### src/rtl/tcam_pipelined.sv
// rtl/tcam_pipelined.sv - pipelined TCAM with valid bits, clear sweep, tagged lookups and multi-match
module tcam_pipelined #(
    parameter int C_TCAM_ADDR_WIDTH = 5,
    parameter int C_TCAM_DATA_WIDTH = 32,
    parameter int C_TAG_WIDTH       = 8
) (
    input  logic                         CLK,
    input  logic                         RESET,
    input  logic                         WE,
    input  logic                         INVALIDATE,
    input  logic [C_TCAM_ADDR_WIDTH-1:0] WR_ADDR,
    input  logic [C_TCAM_DATA_WIDTH-1:0] DIN,
    input  logic [C_TCAM_DATA_WIDTH-1:0] DATA_MASK,
    input  logic                         CLR,
    output logic                         BUSY,
    input  logic                         CMP_VALID,
    input  logic [C_TCAM_DATA_WIDTH-1:0] CMP_DIN,
    input  logic [C_TCAM_DATA_WIDTH-1:0] CMP_DATA_MASK,
    input  logic [C_TAG_WIDTH-1:0]       CMP_TAG,
    output logic                         RES_VALID,
    output logic [C_TAG_WIDTH-1:0]       RES_TAG,
    output logic                         MATCH,
    output logic                         MULTI_MATCH,
    output logic [C_TCAM_ADDR_WIDTH-1:0] MATCH_ADDR
);
    localparam int AW    = C_TCAM_ADDR_WIDTH;
    localparam int DW    = C_TCAM_DATA_WIDTH;
    localparam int TW    = C_TAG_WIDTH;
    localparam int DEPTH = 1 << AW;

    typedef enum logic {
        ST_IDLE  = 1'b0,
        ST_SWEEP = 1'b1
    } state_t;

    state_t               state;
    logic [AW-1:0]        sweep_addr;
    logic [DEPTH-1:0]     entry_valid;
    logic [DW-1:0]        entry_data [DEPTH];
    logic [DW-1:0]        entry_mask [DEPTH];

    logic                 s1_valid;
    logic [DW-1:0]        s1_key;
    logic [DW-1:0]        s1_mask;
    logic [TW-1:0]        s1_tag;

    logic                 s2_valid;
    logic [DEPTH-1:0]     s2_hit;
    logic [TW-1:0]        s2_tag;

    logic [DEPTH-1:0]     hit_vec;
    logic [AW-1:0]        enc_addr;
    logic                 enc_match;
    logic                 enc_multi;
    logic                 enc_seen;

    assign BUSY = (state == ST_SWEEP);

    // Reset behaves like a CLR that cannot be ignored: the sweep starts as reset releases.
    always_ff @(posedge CLK) begin
        if (RESET) begin
            state       <= ST_SWEEP;
            sweep_addr  <= '0;
            entry_valid <= '0;
        end else begin
            case (state)
                ST_IDLE: begin
                    if (CLR) begin
                        state       <= ST_SWEEP;
                        sweep_addr  <= '0;
                        entry_valid <= '0;
                    end else if (WE) begin
                        entry_valid[WR_ADDR] <= !INVALIDATE;
                    end
                end
                ST_SWEEP: begin
                    sweep_addr <= sweep_addr + 1'b1;
                    if (sweep_addr == {AW{1'b1}}) begin
                        state <= ST_IDLE;
                    end
                end
                default: state <= ST_IDLE;
            endcase
        end
    end

    // Entry storage carries no reset; the valid bits alone decide whether an entry can hit.
    always_ff @(posedge CLK) begin
        if (state == ST_SWEEP) begin
            entry_data[sweep_addr] <= '0;
            entry_mask[sweep_addr] <= '0;
        end else if (WE && !CLR && !INVALIDATE && !RESET) begin
            entry_data[WR_ADDR] <= DIN;
            entry_mask[WR_ADDR] <= DATA_MASK;
        end
    end

    always_comb begin
        hit_vec = '0;
        for (int i = 0; i < DEPTH; i++) begin
            hit_vec[i] = entry_valid[i] &&
                         (((s1_key ^ entry_data[i]) & ~entry_mask[i] & ~s1_mask) == '0);
        end
    end

    always_comb begin
        enc_addr  = '0;
        enc_match = |s2_hit;
        enc_multi = 1'b0;
        enc_seen  = 1'b0;
        for (int i = DEPTH - 1; i >= 0; i--) begin
            if (s2_hit[i]) begin
                enc_addr = AW'(i);
            end
        end
        for (int i = 0; i < DEPTH; i++) begin
            if (s2_hit[i]) begin
                if (enc_seen) begin
                    enc_multi = 1'b1;
                end
                enc_seen = 1'b1;
            end
        end
    end

    always_ff @(posedge CLK) begin
        if (RESET) begin
            s1_valid    <= 1'b0;
            s1_key      <= '0;
            s1_mask     <= '0;
            s1_tag      <= '0;
            s2_valid    <= 1'b0;
            s2_hit      <= '0;
            s2_tag      <= '0;
            RES_VALID   <= 1'b0;
            RES_TAG     <= '0;
            MATCH       <= 1'b0;
            MULTI_MATCH <= 1'b0;
            MATCH_ADDR  <= '0;
        end else begin
            s1_valid    <= CMP_VALID;
            s1_key      <= CMP_DIN;
            s1_mask     <= CMP_DATA_MASK;
            s1_tag      <= CMP_TAG;
            s2_valid    <= s1_valid;
            s2_hit      <= hit_vec;
            s2_tag      <= s1_tag;
            RES_VALID   <= s2_valid;
            RES_TAG     <= s2_tag;
            MATCH       <= enc_match;
            MULTI_MATCH <= enc_multi;
            MATCH_ADDR  <= enc_addr;
        end
    end
endmodule
### config.mk
export PLATFORM = sky130hd
export DESIGN_NAME = tcam_pipelined
export DESIGN_NICKNAME = d
export VERILOG_FILES = /design/src/rtl/tcam_pipelined.sv
export SDC_FILE = /design/constraint.sdc
export NUM_CORES = 2
export LEC_CHECK = 0
export CORE_MARGIN = 2
export CORE_UTILIZATION = 40
export DETAILED_ROUTE_END_ITERATION = 12
export MAX_ROUTING_LAYER = met4
export REMOVE_ABC_BUFFERS = 1
export SLEW_MARGIN = 15
export SYNTH_ARGS = -nofsm -noshare
export SYNTH_HDL_FRONTEND = slang
export SYNTH_SLANG_ARGS = --single-unit
### constraint.sdc
create_clock -name CLK -period 10.2 [get_ports CLK]
set_input_delay 2.04 -clock CLK [delete_from_list [all_inputs] [get_ports CLK]]
set_output_delay 2.04 -clock CLK [all_outputs]
set_load 0.005 [all_outputs]
== Word-level counts from Yosys, hierarchy flattened ==
Memory sizes are Yosys's and may differ from the RTL's.
Index checks and enable logic that the tools add are counted.

* Add/subtract/negate cells: 1
* Magnitude comparators: 2
* Equal/unequal tests: 2
* Multiplexer cells: 145
* Bitwise logic cells: 130
* Reductions and logical operators: 81

{| class="wikitable"
|+ Operators by type and width
! kind !! count
|-
| $and A32 B32 Y32 || 64
|-
| $not A32 Y32 || 33
|-
| $logic_not A32 Y1 || 32
|-
| $xor A32 B32 Y32 || 32
|-
| $mux W32 || 4
|-
| $mux W1 || 104
|-
| $reduce_or A32 Y1 || 3
|-
| $mux W5 || 19
|-
| $logic_and A1 B1 Y1 || 36
|-
| $bwmux W32 || 1
|-
| $mux W4 || 8
|-
| $reduce_or A17 Y1 || 1
|-
| $mux W3 || 4
|-
| $pmux W5 S2 || 1
|-
| $reduce_or A9 Y1 || 1
|-
| $lt A5 B6 Y1 const B || 1
|-
| $add A5 B1 Y5 const B || 1
|-
| $demux W1 S5 || 1
|-
| $eq A5 B5 Y1 const B || 1
|-
| $ge A5 B1 Y1 const B || 1
|-
| $reduce_or A5 Y1 || 1
|-
| $mux W2 || 2
|-
| $logic_not A1 Y1 || 3
|-
| $reduce_or A3 Y1 || 1
|-
| 6 further kinds || 6
|}

* Register bits after elaboration: 168
* Memory bits (writable): 2,048
* Input port bits: 147
* Output and inout bits: 17
* Logic and storage cells: 382
* Memories kept: 2

{| class="wikitable"
|+ Memories
! memory !! words !! bits a word !! rd ports !! clocked after memory_dff !! wr ports !! RTL line !! text
|-
| entry_data || 32 || 32 || 32 || 0 || 1 || 39 || <nowiki>logic [DW-1:0] entry_data [DEPTH];</nowiki>
|-
| entry_mask || 32 || 32 || 32 || 0 || 1 || 40 || <nowiki>logic [DW-1:0] entry_mask [DEPTH];</nowiki>
|}

== Logic depth before layout (Yosys ltp) ==
* Word-level depth: 63
* Mapped depth: 8
* Depth with buffers taken out: 6

== Worst setup path before layout ==
Ideal clock, no wire load.

* Kind: input-to-reg
* From: input port RESET
* To: memory entry_data[3][0] in the netlist's numbering, enable pin
* Library setup time: 486 ps
* Arrival time: 5,972 ps
* Data required time: 9,714 ps
* Setup slack: 3,742 ps
* Stages: 5
* Path buffers: 1
* Path through: clkbuf_1 nor4_4 mux2_2 or2_1 nor2_1

* Word-level cells in the longest chain between the ends: 7
* Elaborated cells between the ends (all ways): 8
* Those cells by class: mux (5); reduce/logical (3)

{| class="wikitable"
|+ Ends and longest elaborated chain
! item !! RTL line !! text
|-
| start: declaration || 8 || <nowiki>input logic RESET,</nowiki>
|-
| $logic_not A1 Y1 * || 92 || <nowiki>end else if (WE && !CLR && !INVALIDATE && !RESET) begin</nowiki>
|-
| $logic_and A1 B1 Y1 * || 92 ||
|-
| $mux W1 * || 92 ||
|-
| $mux W1 * || 89 || <nowiki>if (state == ST_SWEEP) begin</nowiki>
|-
| $mux W1 (implied by the code) * || 93 || <nowiki>entry_data[WR_ADDR] <= DIN;</nowiki>
|-
| $reduce_or A32 Y1 (no source line) || n/a ||
|-
| $mux W5 (no source line) or $mux W1 (tied branches) || n/a ||
|-
| end: declaration || 39 ||
|}

Every way passes the cells marked *; elsewhere a longest branch is shown, timed or not.

== Worst setup path after layout ==
* From: input port CLR
* To: memory entry_mask[25][13] in the netlist's numbering, enable pin

* Word-level cells in the longest chain between the ends: 9
* Elaborated cells between the ends (all ways): 10
* Those cells by class: mux (5); reduce/logical (5)

{| class="wikitable"
|+ Ends and longest elaborated chain
! item !! RTL line !! text
|-
| start: declaration || 14 || <nowiki>input logic CLR,</nowiki>
|-
| $logic_not A1 Y1 * || 92 ||
|-
| $logic_and A1 B1 Y1 * (3 in series) || 92 ||
|-
| $mux W1 * || 92 ||
|-
| $mux W1 * || 89 ||
|-
| $mux W1 (implied by the code) * || 94 || <nowiki>entry_mask[WR_ADDR] <= DATA_MASK;</nowiki>
|-
| $reduce_or A32 Y1 (no source line) || n/a ||
|-
| $mux W5 (no source line) or $mux W1 (tied branches) || n/a ||
|-
| end: declaration || 40 ||
|}

Marks and branches as above.

==> flow_summary.json <==
{
  "status": "completed",
  "tightest_slew_ns": 1.42,
  "grt_overflow": 0,
  "r2r_setup_slack_ns": 5.64,
  "areaGrowthSynthToFinish_pct": 15.4,
  "setup_viol": 0,
  "drtPass1Iterations": 6,
  "grt_max_degree": 65,
  "ys_async_sr_fraction": 0,
  "hold_class": "register to register",
  "final_cell_mix": "edfxtp_1 (2048), nor3_1 (1055), xnor2_1 (1025)",
  "post-place-ws_ns": 3.38,
  "cts_resized": 0,
  "ys_seq_area_frac": 0.761,
  "dieArea_um2": 217000,
  "clock_sinks": 2216,
  "timing.rr.start": "BUSY",
  "vias": 50314,
  "peakVddDrop_mv": 0.164,
  "final_core_util": 0.464,
  "skew_ns": 0.0324,
  "endpoint": "entry_mask[25][13]",
  "setup_tns_ns": 0,
  "start_kind": "input pin",
  "mostFrequentLayoutCell": "edfxtp_1",
  "slew_viol_final": 0,
  "grt_pass1_vias": 46168,
  "cts_tree": "done",
  "path_cells": "clkdlybuf4s50_1, nor4_4, buf_4, nand2_1, o31a_1, nor2_4, buf_4",
  "wl_per_cell_um": 34.0,
  "crit_type": "input pin to register",
  "cap_violations": 0,
  "crit_path_end_kind": "register",
  "yosys_warnings": 0,
  "critPathTopFamily": "buffers and inverters",
  "synth_edf_count": 2048,
  "min_period_ns": 6.01,
  "place_hpwl_um": 186000,
  "globalplace.congestion": 0.937,
  "synth.avg_cell_area_um2": 15.8,
  "slowest_delay_ns": 0.97,
  "synthFlopType": "edfxtp_1",
  "fin_crit_sh": 0.589,
  "cp_slowest_cell": "nor2_4",
  "netlist_instances": 5377,
  "io_buffers": 163,
  "cp_num_cells": 7,
  "drtIter0Drc": 7241,
  "crit_required_ns": 10.68,
  "crit_path_start": "CLR",
  "cp.buffers_inverters": 3,
  "root_buffer": "clkbuf_16",
  "syn_area_um2": 85200,
  "drt_wl_total_um": 296000,
  "gr-usage-all-layers": 0.278,
  "fp.dieH_um": 465,
  "synth.distinct_cells": 51,
  "worstPathArrival_ns": 6.49,
  "hold_slack_ns": 0.433,
  "cp_max_fo": 46,
  "layout.nets": 5837,
  "drc": 0,
  "hold_buffers": 0,
  "ant_nets": 0,
  "grt_setup_unrepaired": "no",
  "clockBufferDepth": 3,
  "core_um2": 212000,
  "timing.rr.end": "entry_mask[25][13]",
  "finalWorstSetupSlack_ns": 4.19,
  "leakagePower_nw": 29.8,
  "nFillCells": 18292,
  "p_per_area_nw_per_um2": 193,
  "cpMostUsedCell": "buf_4",
  "grt_pass1_wl_um": 398000,
  "io_pins": 164,
  "antenna_found_initial": 31,
  "rows": 169,
  "drt-vias-per-instance": 5.78,
  "clk_pin_slew_ns": 0.06,
  "layout-drive-gt1-share": 0.113,
  "max_freq_mhz": 166,
  "die_w_um": 465,
  "slew_headroom": 0.0470,
  "ys_ff_latch": 2216,
  "cts_inserted_buffers": 222,
  "reg2reg_depth": 7,
  "post_cts_buffers": 0,
  "start_util": 0.402,
  "h-tree-depth": 4,
  "clk_latency_ns": 0.89,
  "hold_viol": 0
}
[how the worst min path moves through the flow]
stage | from | endpoint | slack [ns] | depth (start not counted)
floorplan | s2_tag[0] | RES_TAG[0] | 0.41 | 1
global placement | s1_tag[0] | s2_tag[0] | 0.42 | 1
detailed placement | s1_tag[2] | s2_tag[2] | 0.42 | 1
CTS | s2_tag[0] | RES_TAG[0] | 0.44 | 1
global route | s1_tag[1] | s2_tag[1] | 0.45 | 1
finish | s2_tag[0] | RES_TAG[0] | 0.43 | 1
[cell usage after synthesis, drive strengths merged (2+ instances only)]
cell type,n,area (µm²)
nand2,24,92.6
nand4,35,219
nand2b,14,87.6
a211oi,3,22.5
and2,70,438
and3,2,12.5
a22oi,12,90.1
xnor2,1025,8980
a2111oi,3,26.3
nor2,64,240
o311ai,35,307
nor3b,4,30.0
o31a,2,17.5
or3,5,31.3
o211ai,4,30.0
o22ai,2,18.8
a21oi,42,210
o21ai,46,230
nor2b,113,707
ha,2,25.0
dfxtp,168,3360
nor4,233,1490
a31oi,6,37.5
or4,18,135
maj3,3,31.3
buf,101,504
edfxtp,2048,61500
or2,8,50.1
inv,9,33.8
o31ai,2,15.0
nor3,1058,5300
clkbuf,164,616
nand3,41,205
[cell families (layout without fill, tap and decap cells)]
| kind of cell | Yosys count | after routing | share of synthesized area |
|---|---|---|---|
| buffers and inverters | 274 | 774 | 0.0135 |
| DFF | 2216 | 2216 | 0.761 |
| xor gates and xnor gates | 1026 | 1026 | 0.105 |
| and+or+nand+nor | 1689 | 1689 | 0.106 |
| adders and majority gates | 5 | 5 | 0.000661 |
| muxes | 2 | 2 | 0.000250 |
| AOI/OAI and AO/OA | 165 | 165 | 0.0126 |
| other | 0 | 11 | 0 |
[registers in the layout, summed over array words and instances (netlist names)]
name,count
BUSY,1
MATCH,1
MATCH_ADDR,5
MULTI_MATCH,1
RES_TAG,8
RES_VALID,1
entry_data,1024
entry_mask,1024
entry_valid,32
s1_key,32
s1_mask,32
s1_tag,8
s1_valid,1
s2_hit,32
s2_tag,8
s2_valid,1
sweep_addr,5
[metrics by stage]
stage | std cells | area [µm²] | total power [W]
4_1_cts | 8698 | 98300 | 0.0190
3_5_place_dp | 8285 | 91200 | 0.0111
6_report | 8709 | 98300 | 0.0190
3_3_place_gp | 8285 | 91200 | 0.0111
2_1_floorplan | 5112 | 84100 | 0.0106
5_1_grt | 8707 | 98300 | 0.0194
[cell type report]
class,instances,area (µm²),share of cell area
sequential,2216,64900,0.660
multi-input combinational,2887,19600,0.200
clock buffer,288,5860,0.0596
tap,2821,3530,0.0359
timing repair buffer,352,3050,0.0310
clock inverter,125,1260,0.0129
inverter,9,33.8,0.000344
antenna,11,27.5,0.000280
[routing by layer]
metal,routed length (µm),share of wire,GRT usage
met3,29900,0.10,0.0518
met1,117000,0.39,0.372
met4,14900,0.050,0.122
met2,135000,0.45,0.413
met5,0,0,-
[report_power, final]
part	total, W	switching [W]	internal, W
sequential	0.00996	0.0000719	0.00989
clock	0.00809	0.00354	0.00454
combinational	0.000942	0.000627	0.000315
Note: power is estimated with default switching activity, not from simulation.
